`src/rtl/hand_tracker.sv`:
```
// Per-frame hand detector: accumulates hull/contour sums and the bounding box of active contour pixels, evaluates each frame in a 2-stage pipeline.
// Optional IIR smoothing of the centre outputs is enabled by defining HAND_TRACKER_SMOOTH_EN.
module hand_tracker #(
    parameter int DATA_W          = 8,
    parameter int COORD_W         = 11,
    parameter int ACC_W           = 24,
    parameter int HAND_THRESHOLD  = 100,
    parameter int PIXEL_THRESHOLD = 16,
    parameter int MIN_BOX         = 8,
    parameter int LOST_FRAMES     = 3,
    parameter int SMOOTH_SHIFT    = 2
) (
    input  logic               VGA_CLK,
    input  logic               RST,
    input  logic               frame_start,
    input  logic               frame_end,
    input  logic               pix_valid,
    input  logic [COORD_W-1:0] pix_x,
    input  logic [COORD_W-1:0] pix_y,
    input  logic [DATA_W-1:0]  convex_hull_data,
    input  logic [DATA_W-1:0]  contour_data,
    output logic               hand_detected,
    output logic [COORD_W-1:0] hand_x,
    output logic [COORD_W-1:0] hand_y,
    output logic [COORD_W-1:0] box_x_min,
    output logic [COORD_W-1:0] box_x_max,
    output logic [COORD_W-1:0] box_y_min,
    output logic [COORD_W-1:0] box_y_max,
    output logic               result_valid,
    output logic               frame_err
);

    localparam int                 MISS_W     = $clog2(LOST_FRAMES + 1) + 1;
    localparam logic [MISS_W-1:0]  LOST_M     = MISS_W'(LOST_FRAMES);
    localparam logic [ACC_W-1:0]   HAND_TH    = ACC_W'(HAND_THRESHOLD);
    localparam logic [COORD_W:0]   MIN_BOX_W  = (COORD_W + 1)'(MIN_BOX);
    localparam logic [COORD_W:0]   ONE_C      = (COORD_W + 1)'(1);
    localparam logic [ACC_W-1:0]   ONE_A      = ACC_W'(1);

    typedef enum logic [0:0] {IDLE, ACCUM} state_t;
    state_t state, state_nxt;

    function automatic logic [ACC_W-1:0] sat_add(input logic [ACC_W-1:0] a,
                                                 input logic [ACC_W-1:0] b);
        logic [ACC_W:0] s;
        s = {1'b0, a} + {1'b0, b};
        return s[ACC_W] ? {ACC_W{1'b1}} : s[ACC_W-1:0];
    endfunction

    logic in_frame, acc_en, pix_active, snap, frame_abort;

    // Handshake: pix_valid qualifies pix_x/pix_y/hull/contour for one cycle; there is no backpressure.
    always_comb begin
        state_nxt   = state;
        frame_abort = 1'b0;
        if (frame_start) begin
            state_nxt   = frame_end ? IDLE : ACCUM;
            frame_abort = (state == ACCUM);
        end else if (frame_end && state == ACCUM) begin
            state_nxt = IDLE;
        end
    end

    always_ff @(posedge VGA_CLK) begin
        if (RST) state <= IDLE;
        else     state <= state_nxt;
    end

    assign in_frame   = (state == ACCUM) || frame_start;
    assign acc_en     = pix_valid && in_frame;
    assign pix_active = 32'(contour_data) >= PIXEL_THRESHOLD;
    assign snap       = frame_end && in_frame;

    logic [ACC_W-1:0]   hull_sum, cont_sum, act_cnt;
    logic [COORD_W-1:0] min_x, max_x, min_y, max_y;
    logic [ACC_W-1:0]   hull_sum_n, cont_sum_n, act_cnt_n;
    logic [COORD_W-1:0] min_x_n, max_x_n, min_y_n, max_y_n;

    // A frame_start cycle begins from cleared accumulators so its own pixel counts for the new frame.
    always_comb begin
        hull_sum_n = frame_start ? '0 : hull_sum;
        cont_sum_n = frame_start ? '0 : cont_sum;
        act_cnt_n  = frame_start ? '0 : act_cnt;
        min_x_n    = frame_start ? '1 : min_x;
        max_x_n    = frame_start ? '0 : max_x;
        min_y_n    = frame_start ? '1 : min_y;
        max_y_n    = frame_start ? '0 : max_y;
        if (acc_en) begin
            hull_sum_n = sat_add(hull_sum_n, {{(ACC_W - DATA_W){1'b0}}, convex_hull_data});
            cont_sum_n = sat_add(cont_sum_n, {{(ACC_W - DATA_W){1'b0}}, contour_data});
            if (pix_active) begin
                act_cnt_n = sat_add(act_cnt_n, ONE_A);
                if (pix_x < min_x_n) min_x_n = pix_x;
                if (pix_x > max_x_n) max_x_n = pix_x;
                if (pix_y < min_y_n) min_y_n = pix_y;
                if (pix_y > max_y_n) max_y_n = pix_y;
            end
        end
    end

    always_ff @(posedge VGA_CLK) begin
        if (RST) begin
            hull_sum <= '0;
            cont_sum <= '0;
            act_cnt  <= '0;
            min_x    <= '1;
            max_x    <= '0;
            min_y    <= '1;
            max_y    <= '0;
        end else if (in_frame) begin
            hull_sum <= hull_sum_n;
            cont_sum <= cont_sum_n;
            act_cnt  <= act_cnt_n;
            min_x    <= min_x_n;
            max_x    <= max_x_n;
            min_y    <= min_y_n;
            max_y    <= max_y_n;
        end
    end

    logic               eval_valid;
    logic [ACC_W-1:0]   eval_hull, eval_cont, eval_cnt;
    logic [COORD_W-1:0] eval_min_x, eval_max_x, eval_min_y, eval_max_y;

    always_ff @(posedge VGA_CLK) begin
        if (RST) begin
            eval_valid <= 1'b0;
            eval_hull  <= '0;
            eval_cont  <= '0;
            eval_cnt   <= '0;
            eval_min_x <= '1;
            eval_max_x <= '0;
            eval_min_y <= '1;
            eval_max_y <= '0;
        end else begin
            eval_valid <= snap;
            if (snap) begin
                eval_hull  <= hull_sum_n;
                eval_cont  <= cont_sum_n;
                eval_cnt   <= act_cnt_n;
                eval_min_x <= min_x_n;
                eval_max_x <= max_x_n;
                eval_min_y <= min_y_n;
                eval_max_y <= max_y_n;
            end
        end
    end

    logic [COORD_W:0]   box_w, box_h, cx_sum, cy_sum;
    logic [COORD_W-1:0] meas_x, meas_y, new_x, new_y;
    logic [MISS_W-1:0]  miss_cnt, miss_inc;
    logic               det, det_hold;

    always_comb begin
        box_w    = {1'b0, eval_max_x} - {1'b0, eval_min_x} + ONE_C;
        box_h    = {1'b0, eval_max_y} - {1'b0, eval_min_y} + ONE_C;
        cx_sum   = {1'b0, eval_min_x} + {1'b0, eval_max_x};
        cy_sum   = {1'b0, eval_min_y} + {1'b0, eval_max_y};
        meas_x   = cx_sum[COORD_W:1];
        meas_y   = cy_sum[COORD_W:1];
        det      = (eval_hull > HAND_TH) && (eval_cont > HAND_TH) && (eval_cnt != '0) &&
                   (box_w >= MIN_BOX_W) && (box_h >= MIN_BOX_W);
        miss_inc = (miss_cnt >= LOST_M) ? LOST_M : miss_cnt + MISS_W'(1);
        // The hold-off only sustains a detection that already exists.
        det_hold = hand_detected && (miss_inc < LOST_M);
    end

`ifdef HAND_TRACKER_SMOOTH_EN
    logic signed [COORD_W+1:0] diff_x, diff_y, step_x, step_y;
    always_comb begin
        diff_x = $signed({2'b00, meas_x}) - $signed({2'b00, hand_x});
        diff_y = $signed({2'b00, meas_y}) - $signed({2'b00, hand_y});
        step_x = diff_x >>> SMOOTH_SHIFT;
        step_y = diff_y >>> SMOOTH_SHIFT;
        new_x  = hand_detected ? hand_x + step_x[COORD_W-1:0] : meas_x;
        new_y  = hand_detected ? hand_y + step_y[COORD_W-1:0] : meas_y;
    end
`else
    always_comb begin
        new_x = meas_x;
        new_y = meas_y;
    end
`endif

    always_ff @(posedge VGA_CLK) begin
        if (RST) begin
            hand_detected <= 1'b0;
            hand_x        <= '0;
            hand_y        <= '0;
            box_x_min     <= '0;
            box_x_max     <= '0;
            box_y_min     <= '0;
            box_y_max     <= '0;
            result_valid  <= 1'b0;
            frame_err     <= 1'b0;
            miss_cnt      <= '0;
        end else begin
            result_valid <= eval_valid;
            frame_err    <= frame_abort;
            if (eval_valid) begin
                if (det) begin
                    hand_detected <= 1'b1;
                    miss_cnt      <= '0;
                    hand_x        <= new_x;
                    hand_y        <= new_y;
                    box_x_min     <= eval_min_x;
                    box_x_max     <= eval_max_x;
                    box_y_min     <= eval_min_y;
                    box_y_max     <= eval_max_y;
                end else begin
                    miss_cnt      <= miss_inc;
                    hand_detected <= det_hold;
                end
            end
        end
    end

endmodule

```
`config.mk`:
```
export PLATFORM = sky130hd
export DESIGN_NAME = hand_tracker
export DESIGN_NICKNAME = d
export VERILOG_FILES = /design/src/rtl/hand_tracker.sv
export SDC_FILE = /design/constraint.sdc
export NUM_CORES = 1
export LEC_CHECK = 0
export ABC_AREA = 1
export BUFFER_PORTS_ARGS = -buffer_cell sky130_fd_sc_hd__clkbuf_2
export CAP_MARGIN = 5
export CELL_PAD_IN_SITES_DETAIL_PLACEMENT = 1
export CELL_PAD_IN_SITES_GLOBAL_PLACEMENT = 2
export CORE_AREA = 2 2 244 246
export DETAILED_ROUTE_END_ITERATION = 7
export DIE_AREA = 0 0 246 248
export PLACE_DENSITY_LB_ADDON = 0.3
export SYNTH_ARGS = -nofsm -noshare
export SYNTH_HDL_FRONTEND = slang
export SYNTH_SLANG_ARGS = --single-unit
export TNS_END_PERCENT = 30
```
`constraint.sdc`:
```
create_clock -name VGA_CLK -period 3.22 [get_ports VGA_CLK]
set_input_delay 0.483 -clock VGA_CLK [delete_from_list [all_inputs] [get_ports VGA_CLK]]
set_output_delay 0.483 -clock VGA_CLK [all_outputs]
set_load 0.01 [all_outputs]
```
# ---- Yosys cells after proc, flatten, opt, wreduce, memory -nomap -nowiden
# Index checks and enable logic that the tools add are counted.
dict set report totals {
  register_bits 306
  input_bits 43
}
dict set report classes {
  add_sub_neg 10
  mux 32
  n_bitwise 1
  n_lt_le_gt_ge 11
  reduce_logical 13
}
# op n
set op_table {}
lappend op_table {{two-way mux 24 bit} 10}
lappend op_table {{two-way mux 11 bit} 16}
lappend op_table {{adder 24 x 8 -> 25 bit} 2}
lappend op_table {{> comparator 24 x 7 -> 1 bit (second input constant)} 2}
lappend op_table {{adder 24 x 1 -> 25 bit (second input constant)} 1}
lappend op_table {{adder 11 x 11 -> 12 bit} 2}
lappend op_table {{adder 12 x 1 -> 12 bit (second input constant)} 2}
lappend op_table {{>= comparator 12 x 4 -> 1 bit (second input constant)} 2}
lappend op_table {{nonzero test 24 bit} 1}
lappend op_table {{subtractor 11 x 11 -> 12 bit} 2}
lappend op_table {{> comparator 11 bit} 2}
lappend op_table {{less-than comparator 11 bit} 2}
lappend op_table {{>= comparator 8 x 5 -> 1 bit (second input constant)} 1}
lappend op_table {{logical AND 1 bit} 8}
lappend op_table {{two-way mux 3 bit} 2}
lappend op_table {{two-way mux 1 bit} 4}
lappend op_table {{adder 3 x 1 -> 3 bit (second input constant)} 1}
lappend op_table {{>= comparator 3 x 2 -> 1 bit (second input constant)} 1}
lappend op_table {{less-than comparator 3 x 2 -> 1 bit (second input constant)} 1}
lappend op_table {{AND reduction 2 bit} 1}
lappend op_table {{nonzero test 2 bit} 1}
lappend op_table {{OR reduction 2 bit} 1}
lappend op_table {{logical OR 1 bit} 1}
lappend op_table {{inverter 1 bit} 1}

# ---- Longest topological paths before layout
dict set report depth {
  ltp_word 6
  mapped_depth 22
}

# ---- Least setup slack after synthesis
# No wires, ideal clock.
dict set report synth_timing {
  path_type {input to register}
  startpoint {input port frame_start}
  endpoint {register eval_cont[20]}
  path_slack_ns 0.032
  n_path_buf 4
  t_arrival_ns 3.124
  setup_ns 0.064
  path_stages 21
  path_cell_list {buf_6 > buf_2 > buf_2 > buf_1 > nor2_1 > ha_1 > inv_1 > fa_1 > inv_1 > nand3_1 > nor2_1 > inv_1 > nand3_1 > a21boi_1 > nor2_2 > nand2_2 > nor2_2 > nand2_2 > nand3_1 > nor2_1 > nor2_1}
}
dict set report synth_between {
  elab_chain_len 4
}
# item line
set synth_rtl {}
lappend synth_rtl {{start: declaration} 15} ;# input logic frame_start,
lappend synth_rtl {{two-way mux 24 bit} 82} ;# cont_sum_n = frame_start ? '0 : cont_sum;
lappend synth_rtl {{adder 24 x 8 -> 25 bit} 46} ;# s = {1'b0, a} + {1'b0, b};
lappend synth_rtl {{two-way mux 24 bit} 47} ;# return s[ACC_W] ? {ACC_W{1'b1}} : s[ACC_W-1:0];
lappend synth_rtl {{two-way mux 24 bit} 88} ;# if (acc_en) begin
lappend synth_rtl {{end signal: assignment} 139} ;# eval_cont <= cont_sum_n;
lappend synth_rtl {{end: declaration} 122} ;# logic [ACC_W-1:0] eval_hull, eval_cont, eval_cnt;
# Several ways; a longest one is shown, not always the timed one.
# A chain may end at the register's enable or synchronous reset.

# ---- Final worst setup path
dict set report layout_timing {
  startpoint {register eval_max_y[1]}
  endpoint {register hand_y[9]}
}
dict set report layout_between {
  elab_chain_len 5
}
# item line
set layout_rtl {}
lappend layout_rtl {{start: declaration} 123} ;# logic [COORD_W-1:0] eval_min_x, eval_max_x, eval_min_y, eval_max_y;
lappend layout_rtl {{start signal: assignment} 144} ;# eval_max_y <= max_y_n;
lappend layout_rtl {{subtractor 11 x 11 -> 12 bit} 156} ;# box_h = {1'b0, eval_max_y} - {1'b0, eval_min_y} + ONE_C;
lappend layout_rtl {{adder 12 x 1 -> 12 bit} 156}
lappend layout_rtl {{>= comparator 12 x 4 -> 1 bit} 162} ;# (box_w >= MIN_BOX_W) && (box_h >= MIN_BOX_W);
lappend layout_rtl {{logical AND 1 bit} 162}
lappend layout_rtl {{AND reduction 2 bit (no source line)} --}
lappend layout_rtl {{end signal: assignment} 205} ;# hand_y <= new_y;
lappend layout_rtl {{end: declaration} 24} ;# output logic [COORD_W-1:0] hand_y,
# Several ways; a longest one is shown, not always the timed one.

==> results.md <==
- Status: completed
- Final Critical Period: around 3.0 ns
- First-pass GRT wire length: roughly 93000 µm
- Maximum fanout along the worst path: 13
- P_leak: about 11 nW
- Final core occ: 0.360
- Clk sinks: slightly above 300
- R2R depth: 19
- PD cells: 491 mW/mm²
- Via count: ~17000
- Critical path class: reg2reg
- Initial antenna violation count: 0
- Total Wirelength: roughly 58000 µm
- CP Depth: 19
- Setup WS post-layout: approximately 0.21 ns
- Arrival time of the worst setup path: 3.46 ns
- Max Fclk: 0.332 GHz
- CTS root buf: clkbuf_16
- Post-DRT Antenna Nets: 0
- DRC violations left: 0
- Clock-pin slew on the worst setup and hold paths: 0.06 ns
- GRT Residual Overflow: 0
- Total GRT Usage: 0.189
- Core footprint: approximately 0.06 mm²
- Worst slew margin: 0.543
- Asr flop ratio synth: 0
- Most common cell after layout, fill and taps aside: nand2_1
- Ys Warns: 0
- Die ar.: ~0.061 mm²
- Largest delay share family, worst path: simple AND/OR/NAND/NOR gates
- Starting density of the core: 0.307
- CTS tree: yes
- Total power: ~10 mW
- Final period utilization: 0.936
- Ant diodes: 0
- Critical path startpoint category: flop
- Most frequent cells in the layout: 608 x nand2_1, 430 x nor2_1, 414 x inv_1
- DR pass1 iterations: 5
- Vias in the first global route: roughly 18000
- Ports: between 100 and 150
- Starting DRT DRC Count: roughly 630
- Port buffer count: 111
- Worst Hold Class: in2reg
- Yosys top cell area share: 0.342
- Register Area: roughly 0.0061 mm²
- Max Cap Viol: 0
- Setup TNS: 0 ns
- Place WS: 0.00451 ns
- Hold depth: 4
- Multi-input gate area: 0.00971 mm²
- Area Overhead vs Synth: 17.4%
- Avg Cell Area, Syn: 6.64 µm²
- Synth unique cells: 47
- Critical path's most frequent cell: nand2_1
- Worst setup EP type: flop
- Synth Flop Type: dfxtp_1
- CTS buffer count: 40
- Mapped cell area: around 0.018 mm²
- Endpoints failing setup: 0
- Sequential fraction of the synthesis area: 0.342
- DP HPWL: roughly 42000 µm
- Post-synth EDFFs: 0
- Vias/cell: about 4.7
- Data required, critical path: 3.67 ns
- Clock Latency Late Sink: between 0.5 and 0.6 ns
- Largest net degree at the start of global routing: around 130
- Max incr delay on CP: ~0.38 ns
- Worst-Margin Slew: 0.686 ns
- Fin cells: ~3600
- Worst-path cell chain: inv_2 -> ha_1 -> inv_1 -> ha_2 -> inv_1 -> fa_2 -> inv_2 -> nand3_1 -> nand3_1 -> xnor2_1 -> nand2_1 -> nor2_1 -> nand4_1 -> nand4_4 -> buf_12 -> buf_6 -> nand2_1 -> nand2_1 -> nor2_1
- Worst vdd ir: 0.302 mV
- Synth area leader: dfxtp_1
- Fill count: 7493
- Placed cells: around 3500
- Layout cells sized above 1: 0.107
- Cells after Synth: 2700
- Site row count: roughly 90
- WL/cell: approximately 16 µm
- Synthesis-stage register bit count: between 300 and 400
- Clock Path Buffers: 3
- Final net count: ~3000
- Routability congestion estimate: roughly 0.85
- Largest cells by area after synthesis: dfxtp_1 34%, nand2_1 13%, nor2_1 9.1%, inv_1 8.7%, ha_1 8.7%
- Clock H-tree levels: 2
- Syn_nets: ~2900
- Fin. Hold Viols: 0
- Die Height: about 250 µm
- Clock Skew: 0.0207 ns
- Die W: roughly 250 µm
- Buffer and inverter count on the worst path: 6
- Max Slew Vio Count: 0
- CP max stage cell: fa_2
cell type report:
type	count	area share
Clock buffer	59	0.0553
Sequential cell	306	0.292
Multi-Input combinational cell	1862	0.462
Tap cell	773	0.0460
Timing Repair Buffer	179	0.0621
Inverter	427	0.0765
Clock inverter	12	0.00702
registers in the layout, summed over array words and instances (netlist names), 3 cells and up:
register	cells
eval_max_y	11
eval_hull	24
cont_sum	24
hull_sum	24
hand_y	11
eval_min_x	11
min_y	11
box_x_max	11
box_x_min	11
act_cnt	24
eval_max_x	11
max_x	11
max_y	11
box_y_min	11
eval_min_y	11
miss_cnt	3
eval_cnt	24
box_y_max	11
hand_x	11
min_x	11
eval_cont	24
where the power goes:
group	switching, mW	internal, mW	total (mW)
combinational	1.10	0.607	1.70
sequential	0.113	3.98	4.10
clock	1.78	2.74	4.52
total	2.99	7.33	10.3
per-stage QoR:
stage	area (µm²)	hold WS [ns]
finish	21000	0.279
global route	21000	0.293
CTS	20800	0.237
detailed placement	19500	0.467
global placement	19500	0.451
floorplan	17900	0.430
worst paths after layout:
kind                               startpoint       endpoint  slack (ns)
worst max-delay path            eval_max_y[1]      hand_y[9]        0.21
worst min-delay path                frame_end          state        0.28
worst max register to register  eval_max_y[1]      hand_y[9]        0.21
worst min register to register  eval_hull[15]  eval_hull[15]        0.47
layer usage:
layer,track usage,vias up,share of wire
li1,-,8726,-
met1,0.246,8173,0.48
met2,0.330,177,0.48
met3,0.0269,66,0.030
met4,0.0412,0,0.018
met5,0,-,0
cell usage after synthesis, types with 2 or more instances:
library cell / count
nor2_1: 434
inv_2: 8
o21bai_1: 11
and2_1: 20
buf_2: 23
a31oi_1: 14
xnor2_1: 8
inv_1: 417
a211oi_1: 4
a21oi_1: 119
nor3_1: 15
ha_1: 125
nor2_2: 8
nor2_4: 2
nand2_1: 608
buf_1: 9
nand3b_1: 28
xor2_1: 37
or2_2: 4
buf_6: 11
clkbuf_1: 60
o21ai_0: 113
nor3_2: 5
a21o_1: 7
nand4_1: 48
nand3_2: 5
dfxtp_1: 306
nand3_1: 171
o211ai_1: 23
buf_4: 2
a21boi_0: 2
a221oi_1: 2
o21ai_1: 10
nor4_1: 13
fa_1: 6
nand2_2: 11
repair_timing:
| item | in CTS | in global routing |
|---|---|---|
| cloned | 0 | 7 |
| endpoints found under the setup margin | 4 | 67 |
| setup buffers | 0 | 2 |
| hold buffers | 0 | 0 |
| gates resized for setup | 0 | 20 |
| pin swaps | 1 | 1 |
logic make-up after synthesis:
kind of cell               Yosys count  synth area share
buffers and inverters              532             0.118
and+or+nand+nor                   1377             0.329
DFF                                306             0.342
adders and majority gates          131            0.0940
AOI/OAI and AO/OA                  309            0.0952
xor gates and xnor gates            45            0.0220
worst min-delay path, cell delays in order:
cell	delay (ns)
clkbuf_2	0.12
nor2_1	0.05
inv_1	0.09
nor2_1	0.04
(Power assumes the default switching activity.)
